===== src/rtl/vote_pkg.sv =====
// Shared definitions for the ballot collector and the majority voter stage.
//   N_VOTERS_DEF  : default ballots per word (also the majority block's width)
//   TIMEOUT_DEF   : default idle cycles in COLLECT before padding
//   PAD_VALUE_DEF : default value written into unfilled ballot positions
//   state_t       : collector state encoding
package vote_pkg;

    localparam int   N_VOTERS_DEF  = 4;
    localparam int   TIMEOUT_DEF   = 16;
    localparam logic PAD_VALUE_DEF = 1'b0;

    typedef enum logic [1:0] {
        ST_IDLE    = 2'd0,
        ST_COLLECT = 2'd1,
        ST_HOLD    = 2'd2
    } state_t;

endpackage


===== src/rtl/idle_timer.sv =====
// Idle timer for the ballot collector. Counts enabled cycles without a clear
// and pulses expire on the cycle the count reaches TIMEOUT-1 with no clear.
//   clk    : system clock, rising edge
//   rst    : asynchronous active-high reset
//   enable : count only while high (collector in COLLECT); held at 0 otherwise
//   clear  : a ballot was accepted this cycle; restarts the count
//   expire : combinational pulse, timeout reached this cycle
module idle_timer #(
    parameter int TIMEOUT = 16
) (
    input  logic clk,
    input  logic rst,
    input  logic enable,
    input  logic clear,
    output logic expire
);

    localparam int            TW   = (TIMEOUT > 1) ? $clog2(TIMEOUT) : 1;
    localparam logic [TW-1:0] LAST = TW'(TIMEOUT - 1);

    logic [TW-1:0] count_q, count_d;

    // A clear in the same cycle wins over expiry.
    assign expire = enable && !clear && (count_q == LAST);

    always_comb begin
        count_d = count_q + TW'(1);
        if (!enable || clear || expire) begin
            count_d = '0;
        end
    end

    always_ff @(posedge clk or posedge rst) begin
        if (rst) begin
            count_q <= '0;
        end else begin
            count_q <= count_d;
        end
    end

endmodule


===== src/rtl/vote_collector.sv =====
// Serial ballot collector feeding the majority voter's A input.
// Ballots arrive one bit at a time over valid/ready and are packed LSB-first
// into vote_word. A stalled voter is handled by an idle timeout that pads
// the remaining positions with PAD_VALUE.
//   clk, rst               : clock, asynchronous active-high reset
//   vote_valid/vote_bit    : ballot offer from upstream
//   vote_ready             : ballot can be accepted (low while a word is held)
//   word_valid/word_ready  : completed word handshake with the voter stage
//   vote_word              : assembled ballots, bit 0 = first accepted
//   vote_count             : number of real (non-padded) ballots
//   timed_out              : held word contains padded positions
//
//   state      | meaning
//   -----------+-------------------------------------------------
//   ST_IDLE    | empty word, waiting for the first ballot
//   ST_COLLECT | partial word, idle timer running
//   ST_HOLD    | complete (or padded) word presented downstream
module vote_collector
    import vote_pkg::*;
#(
    parameter int   N_VOTERS  = N_VOTERS_DEF,
    parameter int   TIMEOUT   = TIMEOUT_DEF,
    parameter logic PAD_VALUE = PAD_VALUE_DEF
) (
    input  logic                          clk,
    input  logic                          rst,
    input  logic                          vote_valid,
    input  logic                          vote_bit,
    output logic                          vote_ready,
    output logic                          word_valid,
    input  logic                          word_ready,
    output logic [N_VOTERS-1:0]           vote_word,
    output logic [$clog2(N_VOTERS+1)-1:0] vote_count,
    output logic                          timed_out
);

    localparam int            CW       = $clog2(N_VOTERS + 1);
    localparam logic [CW-1:0] LAST_IDX = CW'(N_VOTERS - 1);

    state_t              state_q, state_d;
    logic [N_VOTERS-1:0] word_q, word_d;
    logic [CW-1:0]       count_q, count_d;
    logic                to_q, to_d;
    logic                accept;
    logic                last;
    logic                expire;

    assign accept = vote_valid && vote_ready;
    // In IDLE count_q is 0, so this also covers the single-voter case.
    assign last   = (count_q == LAST_IDX);

    idle_timer #(
        .TIMEOUT (TIMEOUT)
    ) u_idle_timer (
        .clk    (clk),
        .rst    (rst),
        .enable (state_q == ST_COLLECT),
        .clear  (accept),
        .expire (expire)
    );

    // State register
    always_ff @(posedge clk or posedge rst) begin
        if (rst) begin
            state_q <= ST_IDLE;
        end else begin
            state_q <= state_d;
        end
    end

    // Next-state logic
    always_comb begin
        state_d = state_q;
        case (state_q)
            ST_IDLE: begin
                if (accept) begin
                    state_d = last ? ST_HOLD : ST_COLLECT;
                end
            end
            ST_COLLECT: begin
                if (accept) begin
                    if (last) begin
                        state_d = ST_HOLD;
                    end
                end else if (expire) begin
                    state_d = ST_HOLD;
                end
            end
            ST_HOLD: begin
                if (word_ready) begin
                    state_d = ST_IDLE;
                end
            end
            default: state_d = ST_IDLE;
        endcase
    end

    // Outputs decoded from state only, so they never depend on upstream inputs.
    always_comb begin
        vote_ready = (state_q != ST_HOLD);
        word_valid = (state_q == ST_HOLD);
    end

    // Word assembly. Expire is only ever raised in COLLECT without an accept.
    always_comb begin
        word_d  = word_q;
        count_d = count_q;
        to_d    = to_q;
        if (state_q == ST_HOLD) begin
            if (word_ready) begin
                word_d  = '0;
                count_d = '0;
                to_d    = 1'b0;
            end
        end else if (accept) begin
            for (int i = 0; i < N_VOTERS; i++) begin
                if (CW'(i) == count_q) begin
                    word_d[i] = vote_bit;
                end
            end
            count_d = count_q + CW'(1);
        end else if (expire) begin
            for (int i = 0; i < N_VOTERS; i++) begin
                if (CW'(i) >= count_q) begin
                    word_d[i] = PAD_VALUE;
                end
            end
            to_d = 1'b1;
        end
    end

    always_ff @(posedge clk or posedge rst) begin
        if (rst) begin
            word_q  <= '0;
            count_q <= '0;
            to_q    <= 1'b0;
        end else begin
            word_q  <= word_d;
            count_q <= count_d;
            to_q    <= to_d;
        end
    end

    assign vote_word  = word_q;
    assign vote_count = count_q;
    assign timed_out  = to_q;

endmodule


===== config.mk =====
export PLATFORM = sky130hd
export DESIGN_NAME = vote_collector
export DESIGN_NICKNAME = d
export VERILOG_FILES = /design/src/rtl/vote_pkg.sv /design/src/rtl/idle_timer.sv /design/src/rtl/vote_collector.sv
export SDC_FILE = /design/constraint.sdc
export NUM_CORES = 1
export LEC_CHECK = 0
export BUFFER_PORTS_ARGS = -buffer_cell sky130_fd_sc_hd__buf_2
export CORE_MARGIN = 5
export CORE_UTILIZATION = 55
export CTS_CLUSTER_SIZE = 40
export DETAILED_ROUTE_END_ITERATION = 12
export PLACE_DENSITY = 0.81
export SYNTH_ARGS = -nofsm -noshare
export SYNTH_HDL_FRONTEND = slang
export SYNTH_HIERARCHICAL = 1
export SYNTH_SLANG_ARGS = --single-unit

===== constraint.sdc =====
create_clock -name clk -period 5.4 [get_ports clk]
set_clock_uncertainty 0.2 [all_clocks]
set_input_delay 0.81 -clock clk [delete_from_list [all_inputs] [get_ports clk]]
set_output_delay 0.81 -clock clk [all_outputs]
set_load 0.01 [all_outputs]

Word-level counts from Yosys, hierarchy flattened
Index checks and enable logic that the tools add are counted.
{"block": "word_totals", "output_inout_bits": 10, "reg_bits": 14, "in_bits": 5, "elab_cells": 81}
{"block": "classes", "muxes": 27, "order_cmp": 4, "eq_ne": 17, "add_sub_neg": 2, "n_reduce_logical": 23}
{"op": "$mux W4", "n": 5}
{"op": "$reduce_and A4 Y1", "n": 5}
{"op": "$ne A3 B3 Y1 const B", "n": 6}
{"op": "$reduce_bool A3 Y1", "n": 5}
{"op": "$mux W1", "n": 12}
{"op": "$mux W2", "n": 6}
{"op": "$mux W3", "n": 3}
{"op": "$eq A2 B3 Y1 const A", "n": 2}
{"op": "$ge A1 B3 Y1 const A", "n": 2}
{"op": "$ge A2 B3 Y1 const A", "n": 2}
{"op": "$pmux W2 S3", "n": 1}
{"op": "$add A4 B1 Y4 const B", "n": 1}
{"op": "$eq A4 B4 Y1 const B", "n": 1}
{"op": "$ne A2 B1 Y1 const B", "n": 2}
{"op": "$ne A2 B2 Y1 const B", "n": 2}
{"op": "$reduce_bool A2 Y1", "n": 2}
{"op": "$add A3 B1 Y3 const B", "n": 1}
{"op": "$eq A1 B3 Y1 const A", "n": 1}
{"op": "$eq A3 B2 Y1 const B", "n": 1}
{"op": "$logic_and A1 B1 Y1", "n": 3}
{"op": "$logic_not A3 Y1", "n": 1}
{"op": "$reduce_and A3 Y1", "n": 1}
{"op": "$eq A2 B1 Y1 const B", "n": 1}
{"op": "$eq A2 B2 Y1 const B", "n": 1}
{"op": "4 further kinds", "n": 6}

Depth between registers and ports, before layout
Gate-level depths: netlist (run 1).
{"block": "depth", "depth_word": 8, "depth_mapped": 9, "ltp_nobuf": 8}

By module
Netlist (run 1), hierarchy kept.
{"mod": "vote_collector", "seq_area_each_um2": 250.2, "instances": 1, "cells_per_inst": 60, "area_each_um2": 593.1}
{"mod": "idle_timer", "seq_area_each_um2": 100.1, "instances": 1, "cells_per_inst": 18, "area_each_um2": 201.4}

Worst setup path after synthesis (run 1)
No wires, ideal clock.
{"block": "synth_timing", "path_kind": "input to register", "startpoint": "input port vote_valid", "endpoint": "register word_q[0], in the netlist vote_word[0]", "arrival_ps": 2196, "setup_time_ps": 128, "path_buffers": 1, "required_ps": 5072, "slack_ps": 2877, "cell_stages": 8, "path_cell_list": "clkbuf_1 -> inv_1 -> nor2_1 -> nand2b_4 -> nor2_1 -> o31ai_4 -> a31oi_1 -> mux2_1"}
{"block": "synth_via", "elab_chain_cells": 6, "elab_cells_between_ends": 10}
{"element": "start: declaration", "line": "vote_collector.sv:27", "source": "input logic vote_valid,"}
{"element": "$logic_and A1 B1 Y1", "line": "vote_collector.sv:48", "source": "assign accept = vote_valid && vote_ready;"}
{"element": "via accept", "line": "vote_collector.sv:44", "source": "logic accept;"}
{"element": "$logic_not A1 Y1", "line": "idle_timer.sv:24", "source": "assign expire = enable && !clear && (count_q == LAST);"}
{"element": "$logic_and A1 B1 Y1 (2 in series)", "line": "idle_timer.sv:24"}
{"element": "via expire", "line": "vote_collector.sv:46", "source": "logic expire;"}
{"element": "$reduce_bool A3 Y1 (no source line)"}
{"element": "$reduce_and A4 Y1 (no source line)"}
{"element": "end signal: assignment", "line": "vote_collector.sv:138", "source": "word_q <= word_d;"}
{"element": "end: declaration", "line": "vote_collector.sv:41", "source": "logic [N_VOTERS-1:0] word_q, word_d;"}
The timed path passes the listed nets, and every way through them passes these cells.
A chain may end at the register's enable or synchronous reset.

Worst setup path after layout (run 1)
{"block": "layout_timing", "startpoint": "register state_q[0]", "endpoint": "register word_q[1], in the netlist vote_word[1]"}
{"block": "layout_via", "elab_chain_cells": 7, "elab_cells_between_ends": 14}
{"element": "start: declaration", "line": "vote_collector.sv:40", "source": "state_t state_q, state_d;"}
{"element": "start signal: assignment", "line": "vote_collector.sv:67", "source": "state_q <= state_d;"}
{"element": "$ne A2 B2 Y1", "line": "vote_collector.sv:100", "source": "vote_ready = (state_q != ST_HOLD);"}
{"element": "$logic_and A1 B1 Y1", "line": "vote_collector.sv:48"}
{"element": "via accept", "line": "vote_collector.sv:44"}
{"element": "$logic_not A1 Y1", "line": "idle_timer.sv:24"}
{"element": "$logic_and A1 B1 Y1 (2 in series)", "line": "idle_timer.sv:24"}
{"element": "via expire", "line": "vote_collector.sv:46"}
{"element": "$reduce_bool A3 Y1 (no source line)"}
{"element": "$reduce_and A4 Y1 (no source line)"}
The timed path passes the listed nets, and every way through them passes these cells.

==> results of run 1 <==
[metal layers]
metal | track usage, % | vias to the layer above
li1 | - | 298
met1 | 19.3 | 292
met2 | 25.6 | 22
met3 | 3.76 | 2
met4 | 10.8 | 0
met5 | 0 | -
[worst reg2reg max path: cells and delay by family (launching register included)]
kind | cells | cell delay [ns]
flip-flops | 1 | 0.42
AO/OA/AOI/OAI | 2 | 0.32
buffers and inverters | 1 | 0.17
AND/OR/NAND/NOR | 4 | 0.82
multiplexers | 1 | 0.34
[sequential cells by signal, summed over array words and instances (netlist names)]
signal	flops
u_idle_timer/count_q	4
vote_count	3
vote_word	4
state_q	2
timed_out	1
[kinds of logic (layout without fill, tap and decap cells)]
family,count (synthesis),in the layout
adder cells (fa/ha/maj),4,4
flip-flops,14,14
buffers and inverters,10,26
AND/OR/NAND/NOR,26,26
AO/OA/AOI/OAI,17,17
multiplexers,5,5
XOR/XNOR,2,2
[report_power, final]
part           total (mW)  internal [mW]  switching [mW]  leakage [nW]
combinational       0.153         0.0727          0.0800         0.258
clock              0.0765         0.0410          0.0355        0.0210
sequential          0.167          0.138          0.0294         0.177
total               0.396          0.251           0.145         0.456
[layout make-up]
type	count	area (um^2)
fillers	117	429
flip-flops and latches	14	350
well taps	15	18.8
multi-input cells	54	397
clock buffers	4	36.3
repair buffers	14	70.1
inverters	8	32.5
[final timing paths]
path	start	end	slack, ns	cells after the start
max	state_q[0]	vote_word[1]	3.02	8
min	rst	u_idle_timer/count_q[0]	0.19	2
max reg2reg	state_q[0]	vote_word[1]	3.02	8
min reg2reg	vote_word[2]	vote_word[2]	0.29	1
max in group asynchronous	rst	state_q[0]	4.40	2
min in group clk	vote_word[2]	vote_word[2]	0.29	1
[layout by cell type, fill, tap and decap left out, drive strengths merged]
cell / n
and3: 1
ha: 4
or3b: 1
xnor2: 1
o31ai: 1
dfrtp: 14
mux2: 5
buf: 14
and2b: 1
xor2: 1
a31oi: 2
nand3: 4
inv: 8
a21oi: 4
nand2b: 5
o2bb2a: 1
clkbuf: 4
nor3b: 1
or3: 1
nor2b: 1
a22o: 1
o21ai: 8
nor2: 11
[stage by stage]
step / setup WS (ns) / util, %
6_report: 3.02 / 67.8
5_1_grt: 2.87 / 67.8
4_1_cts: 3.04 / 67.8
3_5_place_dp: 2.83 / 65.1
3_3_place_gp: 2.92 / 65.1
2_1_floorplan: 2.88 / -
==> summary.md, run 1 <==
| Metric | Value |
|---|---|
| Period utilisation layout | between 40 and 50% |
| Starting Density | 59.6% |
| CTS Sinks | 14 |
| Crit-path max cell delay | roughly 0.42 ns |
| Top-count cell post-synth | dfrtp_1 |
| Max cap viols | 0 |
| Post-synthesis mux area share | 7.09% |
| Bufs and invs on worst path | 1 |
| Yosys warning total | 6 |
| Synth top area cells | dfrtp_1 (44%), ha_1 (6.3%), mux2_1 (5.7%) |
| Slew @ Worst Pin | 0.408 ns |
| First-pass DRT Iterations | 4 |
| Post-Synth XOR/XNOR Area | 2.20% |
| Number of remaining DRC errors | 0 |
| WL met3 | 96 um |
| Unrepaired setup endpoints after global routing | false |
| Slew HR | 72.8% |
| Crit path kind | register to register |
| Yosys reg bits | 14 |
| Hold crit path type | input port to asynchronous set/reset pin |
| Crit-path leading delay family | simple AND/OR/NAND/NOR gates |
| Pwr Total | 0.396 mW |
| DP Wirelength | 1130 um |
| I/O pin count | 15 |
| Num CTS Buffers | 3 |
| Deepest clock path buffer count | 2 |
| Pleak | ~0.46 nW |
| Die height | between 40 and 50 um |
| Highest routed metal layer | met4 |
| Avg Inst Size Synth | 10.2 um^2 |
| Status | finished clean |
| Wl on met1 | approximately 680 um |
| Final wirelength | 1470 um |
| Post-synthesis async set-or-reset flop share | 100% |
| Placed cells | roughly 110 |
| Combinational family with the most area after synthesis | simple AND/OR/NAND/NOR gates |
| Post-synthesis sequential area ratio | 44.1% |
| Routed wl met2 | approximately 700 um |
| Hold Violations, Final | 0 |
| WHS | 0.194 ns |
| Vias in the first global route | 595 |
| DP Area | approximately 870 um^2 |
| GP Congestion | 0.849 |
| ANT cells | 0 |
| Initial antenna violation count | 0 |
| CP max FO | 9 |
| Drt wl/cell | about 13 um |
| Vias/cell | around 5.6 |
| CTS root buffer | clkbuf_4 |
| Fmax achieved | 421 MHz |
| Critical Path, Cell by Cell | nand2b_1, inv_4, nor2_1, nand2b_4, nor2_1, o31ai_4, a21oi_1, mux2_1 |
| Overall routing resource usage | approximately 16% |
| Detail Route Antenna Nets | 0 |
| Simple-Gate Fraction of Synth Area | 20.2% |
| Core area | 1330 um^2 |
| Port-buffer cells | 14 |
| Yosys cell types | 30 |
| Row Count | 13 |
| Die area | 2300 um^2 |
| Slowest cell on the critical path | dfrtp_1 |
| P&R area growth vs syn | 13.9% |
| Synth Net Count | 87 |
| Synthesized cell area | 795 um^2 |
| Power density cells | 438 nW/um^2 |
| Most frequent CP cell | nor2_1 |
| Die Span X | between 40 and 50 um |
| Area fraction of the dominant cell type after synthesis | 44.1% |
| Share of layout cells above drive strength 1 | 28.7% |
| Post-route cell area | 905 um^2 |
| Setup violators final | 0 |
| Critical path data arrival time | 2.35 ns |
| Largest net degree at the start of global routing | 11 |
| Worst Path Required | around 5.4 ns |
| Clock latency at the later pin of the worst-skew pair | 0.28 ns |
| Primary FF master, synth | dfrtp_1 |
| Synth area leader | dfrtp_1 |
| Synth Area in Compound Gates | 14.2% |
| Maximum vdd drop | between 0.00015 and 0.0002 V |
| Post-cts resize count | 0 |
| Final slew viol count | 0 |
| CTS tree | built |
| Nets | roughly 100 |
| Synth Area in Adders | 6.30% |
| Final std cells w/o fill | about 110 |
| Critical Path Sink Type | register |
| GRT Residual Overflow | 0 |
| Clock transition at path regs | about 0.09 ns |
| First-pass GRT wire length | 2510 um |
| Startpoint Class | register |
| Setup_tns | 0 ns |
| H-tree levels | 1 |
| Post-CTS setup buffers | 0 |
| Top post-synthesis cells by count | dfrtp_1 (14), nor2_1 (10), o21ai_0 (7) |
| Final min period | 2.38 ns |
| Drt first-iter violations | 13 |
| CTS Hold Buffers Added | 0 |
| Post-Synthesis Cells | 78 |
| Routed vias | roughly 610 |
| Number of synthesized flops with an enable pin | 0 |
(Power assumes the default switching activity.)
==> run 2, diff against run 1 <==
--- a/config.mk
+++ b/config.mk
@@ -5,12 +5,13 @@
 export SDC_FILE = /design/constraint.sdc
 export NUM_CORES = 1
 export LEC_CHECK = 0
+export ABC_AREA = 1
 export BUFFER_PORTS_ARGS = -buffer_cell sky130_fd_sc_hd__buf_2
 export CORE_MARGIN = 5
-export CORE_UTILIZATION = 55
+export CORE_UTILIZATION = 53
 export CTS_CLUSTER_SIZE = 40
 export DETAILED_ROUTE_END_ITERATION = 12
-export PLACE_DENSITY = 0.81
+export PLACE_DENSITY = 0.78
 export SYNTH_ARGS = -nofsm -noshare
 export SYNTH_HDL_FRONTEND = slang
 export SYNTH_HIERARCHICAL = 1
==> constraint.sdc (replaced) <==
create_clock -name clk -period 2.25 [get_ports clk]
set_clock_uncertainty 0.2 [all_clocks]
set_input_delay 0.3375 -clock clk [delete_from_list [all_inputs] [get_ports clk]]
set_output_delay 0.3375 -clock clk [all_outputs]
set_load 0.01 [all_outputs]
==> summary.md, run 2 <==
| Metric | Value |
|---|---|
| Startpoint Class | register |
| Die area | 2480 um^2 |
| P&R area growth vs syn | 16.2% |
| First-pass DRT Iterations | 4 |
| DP Wirelength | 1330 um |
| Row Count | 14 |
| Hold crit path type | input port to register |
| CP startpoint | state_q[0] |
| Most frequent cells in the layout | nand2_1 (31), inv_1 (15), buf_2 (14), dfrtp_1 (14), nor2_1 (13) |
| Worst Path Required | 2.22 ns |
| GP Congestion | ~0.85 |
| Pwr Total | between 1 and 1.5 mW |
| Post-Synthesis Cells | ~110 |
| Vias in the first global route | 716 |
| Share of layout cells above drive strength 1 | 23.3% |
| R2R Setup Slk | 0.41 ns |
| Power density cells | 1150 nW/um^2 |
| Die height | 49.8 um |
| Overall routing resource usage | 15.5% |
| Primary FF master, synth | dfrtp_1 |
| Critical R2R Launch | state_q[0] |
| Num CTS Buffers | 3 |
| Final core occ | approximately two thirds |
| Die Span X | ~50 um |
| GRT Residual Overflow | 0 |
| CP max FO | 10 |
| Detail Route Antenna Nets | 0 |
| Crit path to | vote_word[3] |
| Synth Net Count | 123 |
| Top post-synthesis cells by count | nand2_1 (31), inv_1 (15), dfrtp_1 (14) |
| Critical path data arrival time | 1.81 ns |
| Status | finished clean |
| Post-synthesis sequential area ratio | 41.7% |
| Post-CTS setup buffers | 0 |
| Commonest non-fill, non-tap cell in the layout | nand2_1 |
| Number of synthesized flops with an enable pin | 0 |
| Final slew viol count | 0 |
| Synthesized cell area | roughly 840 um^2 |
| Setup_tns | 0 ns |
| Post-synthesis async set-or-reset flop share | 100% |
| Worst r2r path cells | 14 |
| Pleak | 0.586 nW |
| Max cap viols | 0 |
| Period utilisation layout | 81.6% |
| Clock latency at the later pin of the worst-skew pair | 0.27 ns |
| I/O pin count | 15 |
| CTS root buffer | clkbuf_4 |
| CTS Sinks | 14 |
| ANT cells | 0 |
| First-pass GRT wire length | 3040 um |
| Largest net degree at the start of global routing | 11 |
| Fmax achieved | 544 MHz |
| Critical Path Sink Type | register |
| Fillers | roughly 130 |
| Yosys warning total | 6 |
| Yosys cell types | 19 |
| Maximum vdd drop | 0.000710 V |
| WHS Path Cells | 4 |
| H-tree levels | 1 |
| Slew @ Worst Pin | around 0.4 ns |
| Routed vias | 769 |
| Port-buffer cells | 14 |
| Unrepaired setup endpoints after global routing | false |
| Setup violators final | 0 |
| Starting Density | 55.7% |
| CTS tree | built |
| Synth top area cells | dfrtp_1 (42%), nand2_1 (14%), inv_1 (6.7%) |
| Nets | 143 |
| Core area | 1510 um^2 |
| Synth area leader | dfrtp_1 |
| Yosys reg bits | 14 |
| Vias/cell | 5.16 |
| Crit path kind | register to register |
| Slew HR | 73.2% |
| Number of remaining DRC errors | 0 |
| Drt first-iter violations | 18 |
| Final min period | 1.84 ns |
| Worst flop-to-flop path endpoint | vote_word[3] |
| Top-count cell post-synth | nand2_1 |
| Hold Violations, Final | 0 |
| Clock transition at path regs | roughly 0.090 ns |
| Deepest clock path buffer count | 2 |
| Area fraction of the dominant cell type after synthesis | 41.7% |
| Drt wl/cell | 11.1 um |
| Initial antenna violation count | 0 |
| Final wirelength | 1660 um |
| Avg Inst Size Synth | roughly 7.4 um^2 |
[run 2: cell count changes after synthesis, sizes merged, moves of 2 or more]
cell / change
nand2: +37
inv: +12
nand3: +6
mux2: -5
nand2b: -5
nor2: +4
o21ai: -3
a31oi: -2
[run 2: cells by family after synthesis]
logic type      Yosys count  synth area share, %
fa+ha+maj                 4                 5.96
buf+inv                  20                 9.54
compound gates           11                 7.00
xor+xnor                  1                 1.04
simple gates             64                 34.7
flops                    14                 41.7
[run 2: worst max-delay path, stage by stage, from the launching register on]
cell and delay, ns:
dfrtp_1 0.41, inv_2 0.09, nand2_4 0.11, nand2_4 0.11, inv_1 0.06, inv_1 0.05
nand2_1 0.07, nor2_1 0.16, inv_1 0.07, nand3_1 0.09, nand2_2 0.07, inv_2 0.09
nand2_1 0.06, nand2_1 0.06, nand2_1 0.04
[run 2: where the power goes]
| group | total, mW | switching (mW) | internal, mW |
|---|---|---|---|
| logic | 0.541 | 0.339 | 0.202 |
| clock network | 0.179 | 0.0812 | 0.0983 |
| registers | 0.406 | 0.0751 | 0.331 |
[run 2: repair_timing]
item | 4_1_cts | 5_1_grt
resized for setup | 0 | 0
endpoints found under the hold margin | 14 | 0
hold buffers | 1 | 0
[run 2: per-layer routing]
layer,track usage [%],routed length (um),up-vias
met5,0,0,-
met4,7.86,18,0
met3,3.31,112,2
met2,23.1,776,23
met1,21.0,751,355
li1,-,-,389
[run 2: worst min-delay path by stage]
| stage | start | endpoint |
|---|---|---|
| final | word_ready | state_q[1] |
| after detailed placement | rst | u_idle_timer/count_q[3] |
| after global routing | word_ready | state_q[1] |
| after global placement | rst | u_idle_timer/count_q[3] |
| after floorplan | rst | u_idle_timer/count_q[0] |
| after CTS | word_ready | state_q[1] |
[run 2: final cells by class]
| cell class | count | area (um^2) | area share (%) |
|---|---|---|---|
| clock buffers | 4 | 36.3 | 3.72 |
| multi-input cells | 80 | 409 | 41.9 |
| well taps | 16 | 20.0 | 2.05 |
| inverters | 20 | 80.1 | 8.21 |
| flip-flops and latches | 14 | 350 | 35.9 |
| repair buffers | 15 | 80.1 | 8.21 |
[run 2: metrics by stage]
step / hold slack, ns / std cells / setup WS, ns / area [um^2]
2_1_floorplan: -0.0964 / 114 / 0.566 / 840
6_report: 0.183 / 149 / 0.413 / 976
3_3_place_gp: 0.0326 / 144 / 0.484 / 930
3_5_place_dp: 0.0374 / 144 / 0.435 / 930
4_1_cts: 0.189 / 149 / 0.424 / 976
5_1_grt: 0.213 / 149 / 0.241 / 976
==> run 3, diff against run 2 <==
--- a/config.mk
+++ b/config.mk
@@ -7,11 +7,12 @@
 export LEC_CHECK = 0
 export ABC_AREA = 1
 export BUFFER_PORTS_ARGS = -buffer_cell sky130_fd_sc_hd__buf_2
+export CORE_ASPECT_RATIO = 1.25
 export CORE_MARGIN = 5
-export CORE_UTILIZATION = 53
+export CORE_UTILIZATION = 48
 export CTS_CLUSTER_SIZE = 40
 export DETAILED_ROUTE_END_ITERATION = 12
-export PLACE_DENSITY = 0.78
+export PLACE_DENSITY = 0.75
 export SYNTH_ARGS = -nofsm -noshare
 export SYNTH_HDL_FRONTEND = slang
 export SYNTH_HIERARCHICAL = 1
==> constraint.sdc (replaced) <==
create_clock -name clk -period 1.64 [get_ports clk]
set_clock_uncertainty 0.2 [all_clocks]
set_input_delay 0.246 -clock clk [delete_from_list [all_inputs] [get_ports clk]]
set_output_delay 0.246 -clock clk [all_outputs]
set_load 0.01 [all_outputs]
==> summary.md, run 3 (same netlist as run 2, synthesis figures left out) <==
| Metric | Value |
|---|---|
| Status | finished clean |
| Die height | 56.8 um |
| P&R area growth vs syn | 31.6% |
| Fmax achieved | 618 MHz |
| Port-buffer cells | 14 |
| DP Wirelength | 1440 um |
| Worst r2r path cells | 14 |
| Drt wl/cell | between 10 and 15 um |
| DP Area | 963 um^2 |
| Setup_tns | 0 ns |
| ANT cells | 0 |
| Final slew viol count | 0 |
| Share of layout cells above drive strength 1 | 35.4% |
| Most frequent cells in the layout | nand2_1 (30), buf_2 (13), dfrtp_1 (13), inv_1 (12) |
| Initial antenna violation count | 0 |
| Slew HR | 73.2% |
| Commonest non-fill, non-tap cell in the layout | nand2_1 |
| WHS Path Cells | 4 |
| Vias/cell | 5.03 |
| Critical R2R Launch | state_q[0] |
| CTS tree | built |
| Worst flop-to-flop path endpoint | vote_word[3] |
| Starting Density | between 40% and 50% |
| Power density cells | 1560 nW/um^2 |
| Pleak | approximately 0.66 nW |
| Final wirelength | ~1900 um |
| CTS Sinks | 14 |
| CP max FO | 9 |
| GRT Residual Overflow | 0 |
| Slew @ Worst Pin | 0.401 ns |
| Setup violators final | 0 |
| Deepest clock path buffer count | 2 |
| Unrepaired setup endpoints after global routing | true |
| First-pass DRT Iterations | 4 |
| Startpoint Class | register |
| Number of remaining DRC errors | 0 |
| Hold crit path type | input port to register |
| Clock transition at path regs | 0.08 ns |
| Crit path to | word_valid |
| CP startpoint | state_q[0] |
| First-pass GRT wire length | 3130 um |
| Hold Violations, Final | 0 |
| Largest net degree at the start of global routing | 11 |
| Fillers | between 150 and 200 |
| Critical path data arrival time | 1.17 ns |
| H-tree levels | 1 |
| Row Count | 17 |
| Critical Path Sink Type | output port |
| Post-route cell area | 1100 um^2 |
| Die Span X | approximately 47 um |
| Period utilisation layout | a little over nine tenths |
| Pwr Total | 1.73 mW |
| Overall routing resource usage | 15.8% |
| Routed vias | 820 |
| Final min period | 1.62 ns |
| Vias in the first global route | 797 |
| Nets | 154 |
| Clock latency at the later pin of the worst-skew pair | 0.28 ns |
| Core area | 1720 um^2 |
| Worst Path Required | 1.19 ns |
| WHS | 0.0892 ns |
| Detail Route Antenna Nets | 0 |
| Maximum vdd drop | 0.000871 V |
| Drt first-iter violations | 14 |
| Crit path kind | register to output port |
| I/O pin count | 15 |
| Num CTS Buffers | 3 |
| GP Congestion | 0.859 |
| Die area | around 2700 um^2 |
| CTS root buffer | clkbuf_4 |
| Max cap viols | 0 |
| R2R Setup Slk | 0.03 ns |
==> run 3: cell types whose count changed in the layout (fill, tap and decap cells not counted), sizes merged <==
cell | before | now
buf | 14 | 25
==> run 3: power breakdown <==
group | total, mW | internal [mW] | leakage [nW] | switching, mW
registers | 0.563 | 0.455 | 0.183 | 0.107
clock network | 0.248 | 0.135 | 0.0210 | 0.113
logic | 0.916 | 0.386 | 0.457 | 0.530
==> run 3: how the worst min path moves through the flow <==
| stage | from | endpoint | slack [ns] |
|---|---|---|---|
| 6_report | word_ready | state_q[1] | 0.09 |
| 5_1_grt | vote_bit | vote_word[1] | 0.10 |
| 4_1_cts | vote_bit | vote_word[1] | 0.09 |
| 3_5_place_dp | rst | u_idle_timer/count_q[0] | -0.05 |
| 3_3_place_gp | rst | u_idle_timer/count_q[3] | -0.06 |
| 2_1_floorplan | rst | u_idle_timer/count_q[0] | -0.19 |
==> run 3: repair_timing <==
| item | 4_1_cts | 5_1_grt |
|---|---|---|
| hold buffers | 1 | 0 |
| pin swaps | 1 | 3 |
| hold endpoints to repair | 14 | 0 |
| buffers inserted | 4 | 3 |
| resized for setup | 3 | 13 |
| setup endpoints to repair | 4 | 5 |
| gates cloned | 0 | 0 |
==> run 3: layer usage <==
layer  share of wire (%)  global-route usage (%)  vias to the layer above
met5                   0                       0                        -
met4                 2.7                    8.30                        0
li1                    -                       -                      415
met2                  53                    28.5                       16
met3                 3.0                    1.92                        7
met1                  41                    16.3                      382
==> run 3: area by class of cell <==
type	count	area, um^2	share of cell area, %
Tap cell	19	23.8	2.15
Multi-Input combinational cell	80	439	39.8
Clock buffer	4	36.3	3.28
Inverter	20	85.1	7.70
Sequential cell	14	352	31.8
Timing Repair Buffer	26	169	15.3
==> run 3: critical path, stage by stage, from the launching register on <==
cell and delay, ns:
dfrtp_1 0.40, inv_2 0.10, nand2_4 0.07, buf_6 0.14
inv_6 0.06, buf_4 0.11
==> run 3: per-stage QoR <==
stage                     cells  worst slack (ns)  utilization, %
after floorplan             114           -0.0166               -
after global placement      151           0.00951            55.9
after detailed placement    151           -0.0167            55.9
after CTS                   160           0.00233            60.9
after global routing        163           -0.0528            64.1
final                       163            0.0220            64.1
